**src/rtl/seg7_time_scan.sv**
```systemverilog
// seg7_time_scan: four-digit multiplexed 7-segment time-of-day driver.
// Scans ML/MH/HL/HH onto AN[0..3], blanks the leading hour zero, blinks the
// colon (DP in slot 2) and optionally blanks a digit pair while the time is set.
// Optional feature macro: BLINK_EN (digit-pair blinking driven by BLINK).
module seg7_time_scan #(
  parameter int unsigned SCAN_DIV = 50000
) (
  input  logic       CLK,
  input  logic       RST,
  input  logic [1:0] HH,
  input  logic [3:0] HL,
  input  logic [2:0] MH,
  input  logic [3:0] ML,
  input  logic       SEC_TICK,
  input  logic [1:0] BLINK,
  output logic [3:0] AN,
  output logic [6:0] SEG,
  output logic       DP
);

  localparam int unsigned PRE_W  = 16;
  localparam int unsigned SHD_W  = 13;
  localparam logic [PRE_W-1:0] PRE_MAX = PRE_W'(SCAN_DIV - 1);
  localparam logic [6:0] SEG_BLANK = 7'b1111111;
  localparam logic [6:0] SEG_DASH  = 7'b0111111;

  logic [PRE_W-1:0] pre;
  logic [1:0]       idx;
  logic             phase;
  logic [SHD_W-1:0] shadow;
  logic             slot_tick;

  logic [1:0] sh_hh;
  logic [3:0] sh_hl;
  logic [2:0] sh_mh;
  logic [3:0] sh_ml;

  logic [3:0] digit;
  logic [3:0] digit_max;
  logic       lead_zero;
  logic       blink_blank;
  logic [3:0] an_c;
  logic [6:0] seg_c;
  logic       dp_c;

  assign slot_tick = (pre == PRE_MAX);
  assign sh_hh     = shadow[12:11];
  assign sh_hl     = shadow[10:7];
  assign sh_mh     = shadow[6:4];
  assign sh_ml     = shadow[3:0];

  // BCD to active-low {g..a}; anything above the digit's legal maximum shows "-"
  function automatic logic [6:0] seg_digit(input logic [3:0] d, input logic [3:0] dmax);
    logic [6:0] s;
    case (d)
      4'd0:    s = 7'b1000000;
      4'd1:    s = 7'b1111001;
      4'd2:    s = 7'b0100100;
      4'd3:    s = 7'b0110000;
      4'd4:    s = 7'b0011001;
      4'd5:    s = 7'b0010010;
      4'd6:    s = 7'b0000010;
      4'd7:    s = 7'b1111000;
      4'd8:    s = 7'b0000000;
      4'd9:    s = 7'b0010000;
      default: s = SEG_DASH;
    endcase
    if (d > dmax) s = SEG_DASH;
    return s;
  endfunction

  // Prescaler, slot index, colon phase and frame-coherent digit shadow
  always_ff @(posedge CLK) begin
    if (RST) begin
      pre    <= '0;
      idx    <= '0;
      phase  <= 1'b0;
      shadow <= '0;
    end else begin
      pre <= slot_tick ? '0 : pre + PRE_W'(1);
      if (slot_tick) begin
        idx <= idx + 2'd1;
        if (idx == 2'd3) shadow <= {HH, HL, MH, ML};
      end
      if (SEC_TICK) phase <= ~phase;
    end
  end

`ifdef BLINK_EN
  // Blank the selected pair during the off half of the blink period
  assign blink_blank = phase & ((BLINK[1] & idx[1]) | (BLINK[0] & ~idx[1]));
`else
  logic unused_blink;
  assign unused_blink = ^BLINK;
  assign blink_blank  = 1'b0;
`endif

  // Select the current slot's digit and form the next pin values
  always_comb begin
    digit     = sh_ml;
    digit_max = 4'd9;
    case (idx)
      2'd0: begin digit = sh_ml;               digit_max = 4'd9; end
      2'd1: begin digit = {1'b0, sh_mh};       digit_max = 4'd5; end
      2'd2: begin digit = sh_hl;               digit_max = 4'd9; end
      default: begin digit = {2'b00, sh_hh};   digit_max = 4'd2; end
    endcase
    lead_zero = (idx == 2'd3) && (sh_hh == 2'd0);
    an_c      = ~(4'b0001 << idx);
    seg_c     = (lead_zero || blink_blank) ? SEG_BLANK : seg_digit(digit, digit_max);
    dp_c      = !((idx == 2'd2) && !phase);
  end

  // Registered pin drivers
  always_ff @(posedge CLK) begin
    if (RST) begin
      AN  <= 4'b1111;
      SEG <= SEG_BLANK;
      DP  <= 1'b1;
    end else begin
      AN  <= an_c;
      SEG <= seg_c;
      DP  <= dp_c;
    end
  end

endmodule

```
**config.mk**
```make
export PLATFORM = sky130hd
export DESIGN_NAME = seg7_time_scan
export DESIGN_NICKNAME = d
export VERILOG_FILES = /design/src/rtl/seg7_time_scan.sv
export SDC_FILE = /design/constraint.sdc
export NUM_CORES = 1
export LEC_CHECK = 0
export BUFFER_PORTS_ARGS = -buffer_cell sky130_fd_sc_hd__clkbuf_2
export CELL_PAD_IN_SITES_DETAIL_PLACEMENT = 0
export CELL_PAD_IN_SITES_GLOBAL_PLACEMENT = 1
export CORE_MARGIN = 1
export CORE_UTILIZATION = 38
export DETAILED_ROUTE_END_ITERATION = 12
export PLACE_DENSITY = 0.72
export SLEW_MARGIN = 30
export SYNTH_ARGS = -nofsm -noshare
export SYNTH_HDL_FRONTEND = slang
export SYNTH_SLANG_ARGS = --single-unit
```
**constraint.sdc**
```tcl
create_clock -name CLK -period 2.6 [get_ports CLK]
set_input_delay 0.39 -clock CLK [delete_from_list [all_inputs] [get_ports CLK]]
set_output_delay 0.39 -clock CLK [all_outputs]
set_load 0.05 [all_outputs]
```
# After elaboration in Yosys (flattened, before gate mapping)
# Memories as Yosys holds them, arrays and structs flattened.
# Index checks and enable logic that the tools add are counted.
# op_classes
bitwise_logic	2
mux	3
n_shift	1
n_eq_ne	4
n_lt_le_gt_ge	1
n_addsub	2
reduce_logical	11
# op_table
cell	n
$add A16 B1 Y16 const B	1
$eq A16 B16 Y1 const B	1
$pmux W4 S3	1
$pmux W4 S2	1
$mux W7	1
$reduce_or A2 Y1	3
$eq A2 B2 Y1 const B	2
$gt A4 B4 Y1	1
$logic_not A2 Y1	2
$not A4 Y4	1
$shl A1 B2 Y4 const A	1
$reduce_or A3 Y1	1
$add A2 B1 Y2 const B	1
$eq A2 B1 Y1 const B	1
$logic_and A1 B1 Y1	2
$logic_not A1 Y1	2
$reduce_and A2 Y1	1
$not A1 Y1	1
# totals
ff_bits	44
mem_count	1
input_bits	18
output_inout_bits	12
romBits	112
elab_cells	33
# memory_table
memory	words	width	read_ports	rd_ports_with_merged_regs	write_ports	line	text
(no name shown)	16	7	1	0	0	55	case (d)

# Logic depth before layout (Yosys ltp)
# logic_depth
depth_word	5
mapped_depth	11
ltp_nobuf	11

# Worst setup path after synthesis
# No wires, ideal clock.
# synth_timing
path_type	reg-to-reg
startpoint	reg idx[0]
endpoint	reg SEG[5]
arrival_time_ns	2.653
setup_time_ns	0.074
period_less_slack_ns	2.728
required_time_ns	2.526
path_slack_ns	-0.128
stages_incl_launch_ff	12
path_buffers	1
cell_sequence	dfxtp_1 > ha_1 > clkbuf_1 > inv_1 > mux2i_1 > inv_1 > ha_1 > or3b_2 > a221oi_1 > a221oi_2 > o211a_1 > o21ai_0
# synth_via
elab_chain_len	5
word_cells_on_any_way	11
classes_between	1 x order compare; 3 x eq/ne; 2 x mux; 4 x reduce/logical; 1 x memory
# synth_lines
item	line	text
from (decl)	28	logic [1:0] idx;
from (signal assigned)	82	idx <= idx + 2'd1;
$eq A2 B2 Y1 / $logic_not A2 Y1 (equally long branches)	102	case (idx)
$reduce_or A2 Y1 (no source line)	-	
$pmux W4 S2	102	
$gt A4 B4 Y1	68	if (d > dmax) s = SEG_DASH;
$reduce_or A3 Y1 (no source line)	-	
to (signal assigned)	122	SEG <= seg_c;
to (decl)	17	output logic [6:0] SEG,
# Parallel ways exist; a longest one is shown, timed or not.
# A chain may end at the register's enable or synchronous reset.

# Worst setup path after layout
# layout_timing
startpoint	reg idx[0]
endpoint	reg SEG[4]
# Same word-level chain as after synthesis.

==> run summary <==
The flow ran to the end, and the final reports show no timing, DRC or antenna violations. TritonCTS built the clock tree. The worst slew margin relative to its limit is 0.6151. Summing over every cut layer, the via total after detailed routing is 1489. The share of cells above drive strength 1 is 0.2617. The max-cap violation count was 0; the count of buffer and inverter cells on the critical path was 2.

The number of fillers in the final layout was 487. The logs give 215 for the post-synthesis cell count and 2.858 ps for the pre-CTS setup slack. The tools report the post-synthesis instance area as 1971 sq um. The all-layer global routing usage is 0.1472. In this run the most critical hold path is launched from HL[3].

Measured slew at the worst slew-check pin: 577.4 ps. The total power draw was 1154 uW. The worst clock skew is 5.036 ps, and the routed wirelength normalized by instance count is 11.45 um. The first detailed-routing pass ran for 4 iterations. The largest single stage delay on the critical path is 400 ps. The tools report the total count of hold-check failures in the final report as 0. The path class of the tightest hold or removal check is input port to flop.

The total number of H-tree levels was 2; the power per cell area was 484.7 nW/um^2. The signal on the critical path passes through buf_4 -> ha_2 -> a222oi_1 -> mux2i_2 -> inv_1 -> ha_2 -> or3b_4 -> a221oi_2 -> a221oi_2 -> nor2_1 -> or3b_1. Pin count of the biggest net entering global routing: 23. The tools report the root buffer cell as sky130_fd_sc_hd__clkbuf_8. The floorplan die width was 74.02 um. The required arrival time at the worst endpoint was 2770 ps.

The tools report the initial detailed-routing violation count as 64. Critical path capture point type: a flop. Routability-driven placement finished with a final weighted congestion of 0.7827. The worst hold path terminates at shadow[10].

The run gives 44 as the sink count of the clock tree. The launch point of the worst reg-to-reg path was idx[0]. The via density per instance works out to 4.610. Subtracting the final worst setup slack from the clock period gives 2518 ps.

The number of cells on the worst reg-to-reg path is 11. The antenna diode instance count is 0. The slowest stage of the critical path belongs to the cell sky130_fd_sc_hd__a222oi_1.

The total of flip-flops plus latches after synthesis works out to 44. The buffer levels on the longest clock path was 2; the overall routed net length was 3698 um. Data arrives at the worst endpoint at 2690 ps.

For this run, design rule violations remaining after detail routing come to 0. In this run the tool buffered the top-level ports with 27 buffer cells. For the total of endpoints with negative setup slack in the final report, the log shows 0. The worst hold path was traced through 3 stages. The largest driver fanout on the critical path came out at 3. The per-instance average area after synthesis works out to 9.166 sq um. The number of buffers created by CTS was 5; the number of global-route vias before repair was 1363. STA classifies the critical path startpoint as a flop. The region available for standard cell placement spans 4848 sq um. The vertical die dimension works out to 74.02 um. Setup repair after global routing could not meet its margin everywhere. Clock-pin slew was measured on the worst setup and hold paths at 80 ps.

The analysis attributes to cell leakage a power of 0.001103 uW. The first global-routing pass estimated 6154 um of wire. The total grt overflow is 0, and the I/O pin count is 30. The run gives 285 as the net count reported at finish. Broken down by cell family, the worst path's largest delay share belongs to compound AO/OA/AOI/OAI gates.

The worst-skew pair later-pin latency is 290 ps. In this run the remaining antenna-violating nets after routing total 0. For the initial antenna violation count, the log shows 0. The tools report the endpoint of the lowest-slack register-to-register path as SEG[4].

Fraction of the cycle the final worst path needs: 0.9685. Compared with the post-synthesis result, the final layout area differs by 20.76%. In this run the core area contains 25 standard-cell rows. The tools report the post-detailed-placement half-perimeter wirelength as 2717 um. Across all setup checks in the final design, the least slack found is 81.84 ps. In this run, post-CTS hold repair placed 0 buffers.

During synthesis, Yosys emitted a total of 0 warnings. IR analysis of the VDD net gives a maximum drop of 400.0 uV. The slack of the worst reg-to-reg path was 80 ps. The share of the yosys chip area belonging to registers was 0.4470; the number of max-slew violations in the final report was 0. Timing would allow up to 397.1 MHz.

In the final timing run, aggregate negative setup slack is 0 ps. The die covers 5478 sq um. After synthesis, the netlist uses 33 different library cells. The critical path class was flop to flop. The run gives 0.4065 as the initial cell density of the core. The net count after synthesis is 244, and the fraction of the core area covered by cells at the end of the flow is 0.4908.
worst max-delay path by stage:
stage / from / endpoint / slack (ps) / cells past startpoint
after CTS: idx[1] / SEG[4] / 20 / 11
after global placement: idx[1] / SEG[4] / 70 / 11
after floorplan: idx[0] / SEG[5] / 30 / 11
after detailed placement: idx[1] / SEG[4] / 3 / 11
after global routing: idx[0] / SEG[4] / -70 / 11
final: idx[0] / SEG[4] / 80 / 11
synth_stat cells:
cell type	count	share of area
sky130_fd_sc_hd__a31oi_1	1	0.0032
sky130_fd_sc_hd__a222oi_1	3	0.015
sky130_fd_sc_hd__a221oi_2	2	0.015
sky130_fd_sc_hd__o211a_1	1	0.0051
sky130_fd_sc_hd__ha_1	11	0.070
sky130_fd_sc_hd__and4_1	2	0.0089
sky130_fd_sc_hd__buf_2	1	0.0025
sky130_fd_sc_hd__or3_1	1	0.0032
sky130_fd_sc_hd__a221oi_1	1	0.0044
sky130_fd_sc_hd__mux2i_1	15	0.076
sky130_fd_sc_hd__nor2_1	38	0.072
sky130_fd_sc_hd__and4b_1	1	0.0051
sky130_fd_sc_hd__nand2_1	12	0.023
sky130_fd_sc_hd__a21oi_1	4	0.010
sky130_fd_sc_hd__nor2b_1	3	0.0095
sky130_fd_sc_hd__and3_1	2	0.0063
sky130_fd_sc_hd__xor2_1	5	0.022
sky130_fd_sc_hd__o21ai_0	9	0.023
sky130_fd_sc_hd__a22oi_1	2	0.0076
sky130_fd_sc_hd__dfxtp_1	44	0.45
sky130_fd_sc_hd__inv_1	12	0.023
sky130_fd_sc_hd__nand3_1	5	0.013
sky130_fd_sc_hd__nor3_1	4	0.010
sky130_fd_sc_hd__or3b_1	1	0.0044
sky130_fd_sc_hd__or2_2	4	0.013
sky130_fd_sc_hd__xnor2_1	10	0.044
sky130_fd_sc_hd__nand4_1	3	0.0095
sky130_fd_sc_hd__or3b_2	1	0.0044
sky130_fd_sc_hd__nor4b_1	2	0.0089
sky130_fd_sc_hd__nand2b_1	6	0.019
sky130_fd_sc_hd__a21o_1	1	0.0038
sky130_fd_sc_hd__clkbuf_1	7	0.013
sky130_fd_sc_hd__a211oi_1	1	0.0038
report_power, final:
group | switching [uW] | internal (uW) | total, uW
clock network | 220 | 182 | 402
logic | 40.5 | 20.8 | 61.3
registers | 5.55 | 685 | 690
total | 266 | 887 | 1150
through the flow:
step | area [sq um] | std cells | hold slack (ps)
detailed placement | 2266 | 314 | 448.9
finish | 2380 | 323 | 325.6
floorplan | 1982 | 215 | 426.1
CTS | 2347 | 321 | 315.8
global route | 2380 | 323 | 319.6
global placement | 2266 | 314 | 442.0
final cells by class:
type / count / area (sq um) / area share
Clock buffer: 5 / 68.82 / 0.02892
Inverter: 12 / 45.04 / 0.01893
Multi-Input combinational cell: 151 / 1039 / 0.4364
Sequential cell: 44 / 883.3 / 0.3712
Clock inverter: 2 / 12.51 / 0.005258
Tap cell: 67 / 83.83 / 0.03523
Timing Repair Buffer: 42 / 247.7 / 0.1041
routing by layer:
layer  track usage  up-vias  part of all wire
li1              -      805                 -
met1        0.2019      656              0.54
met2        0.2232       24              0.41
met3       0.03930        4             0.035
met4       0.05128        0             0.012
met5             0        -                 0
cells by family after synthesis:
family / share of synthesized area
AOI/OAI and AO/OA: 0.09143
adders and majority gates: 0.06984
buffers and inverters: 0.03873
xor gates and xnor gates: 0.06666
DFF: 0.4470
muxes: 0.07619
and+or+nand+nor: 0.2102
state kept, by name, indices dropped and copies added (netlist names):
signal,flops
DP,1
pre,16
AN,4
SEG,7
idx,2
phase,1
shadow,13
placed cells by master, fill, tap and decap left out, types with 4 or more instances in the layout:
| cell | netlist | routed |
|---|---|---|
| sky130_fd_sc_hd__dfxtp_1 | 44 | 42 |
| sky130_fd_sc_hd__nor2_1 | 38 | 38 |
| sky130_fd_sc_hd__clkbuf_2 | 0 | 27 |
| sky130_fd_sc_hd__buf_4 | 0 | 15 |
| sky130_fd_sc_hd__mux2i_1 | 15 | 14 |
| sky130_fd_sc_hd__nand2_1 | 12 | 12 |
| sky130_fd_sc_hd__xnor2_1 | 10 | 10 |
| sky130_fd_sc_hd__inv_1 | 12 | 9 |
| sky130_fd_sc_hd__ha_1 | 11 | 7 |
| sky130_fd_sc_hd__o21ai_0 | 9 | 6 |
| sky130_fd_sc_hd__nand2b_1 | 6 | 6 |
| sky130_fd_sc_hd__nand3_1 | 5 | 5 |
| sky130_fd_sc_hd__xor2_1 | 5 | 5 |
| sky130_fd_sc_hd__clkbuf_8 | 0 | 5 |
| sky130_fd_sc_hd__a21oi_1 | 4 | 4 |
| sky130_fd_sc_hd__nor3_1 | 4 | 4 |
| sky130_fd_sc_hd__ha_2 | 0 | 4 |
worst register-to-register path, cell delays in order (launching register included):
cell                       delay [ps]
sky130_fd_sc_hd__dfxtp_2          330
sky130_fd_sc_hd__buf_4            140
sky130_fd_sc_hd__ha_2             190
sky130_fd_sc_hd__a222oi_1         400
sky130_fd_sc_hd__mux2i_2          140
sky130_fd_sc_hd__inv_1            100
sky130_fd_sc_hd__ha_2             180
sky130_fd_sc_hd__or3b_4           120
sky130_fd_sc_hd__a221oi_2          60
sky130_fd_sc_hd__a221oi_2         330
sky130_fd_sc_hd__nor2_1            80
sky130_fd_sc_hd__or3b_1           340
repair_timing:
action | CTS | global route
pin swaps | 2 | 6
cloned | 0 | 0
resized for setup | 0 | 13
setup endpoints to repair | 1 | 7
setup buffers | 0 | 2
(Power assumes the default switching activity.)
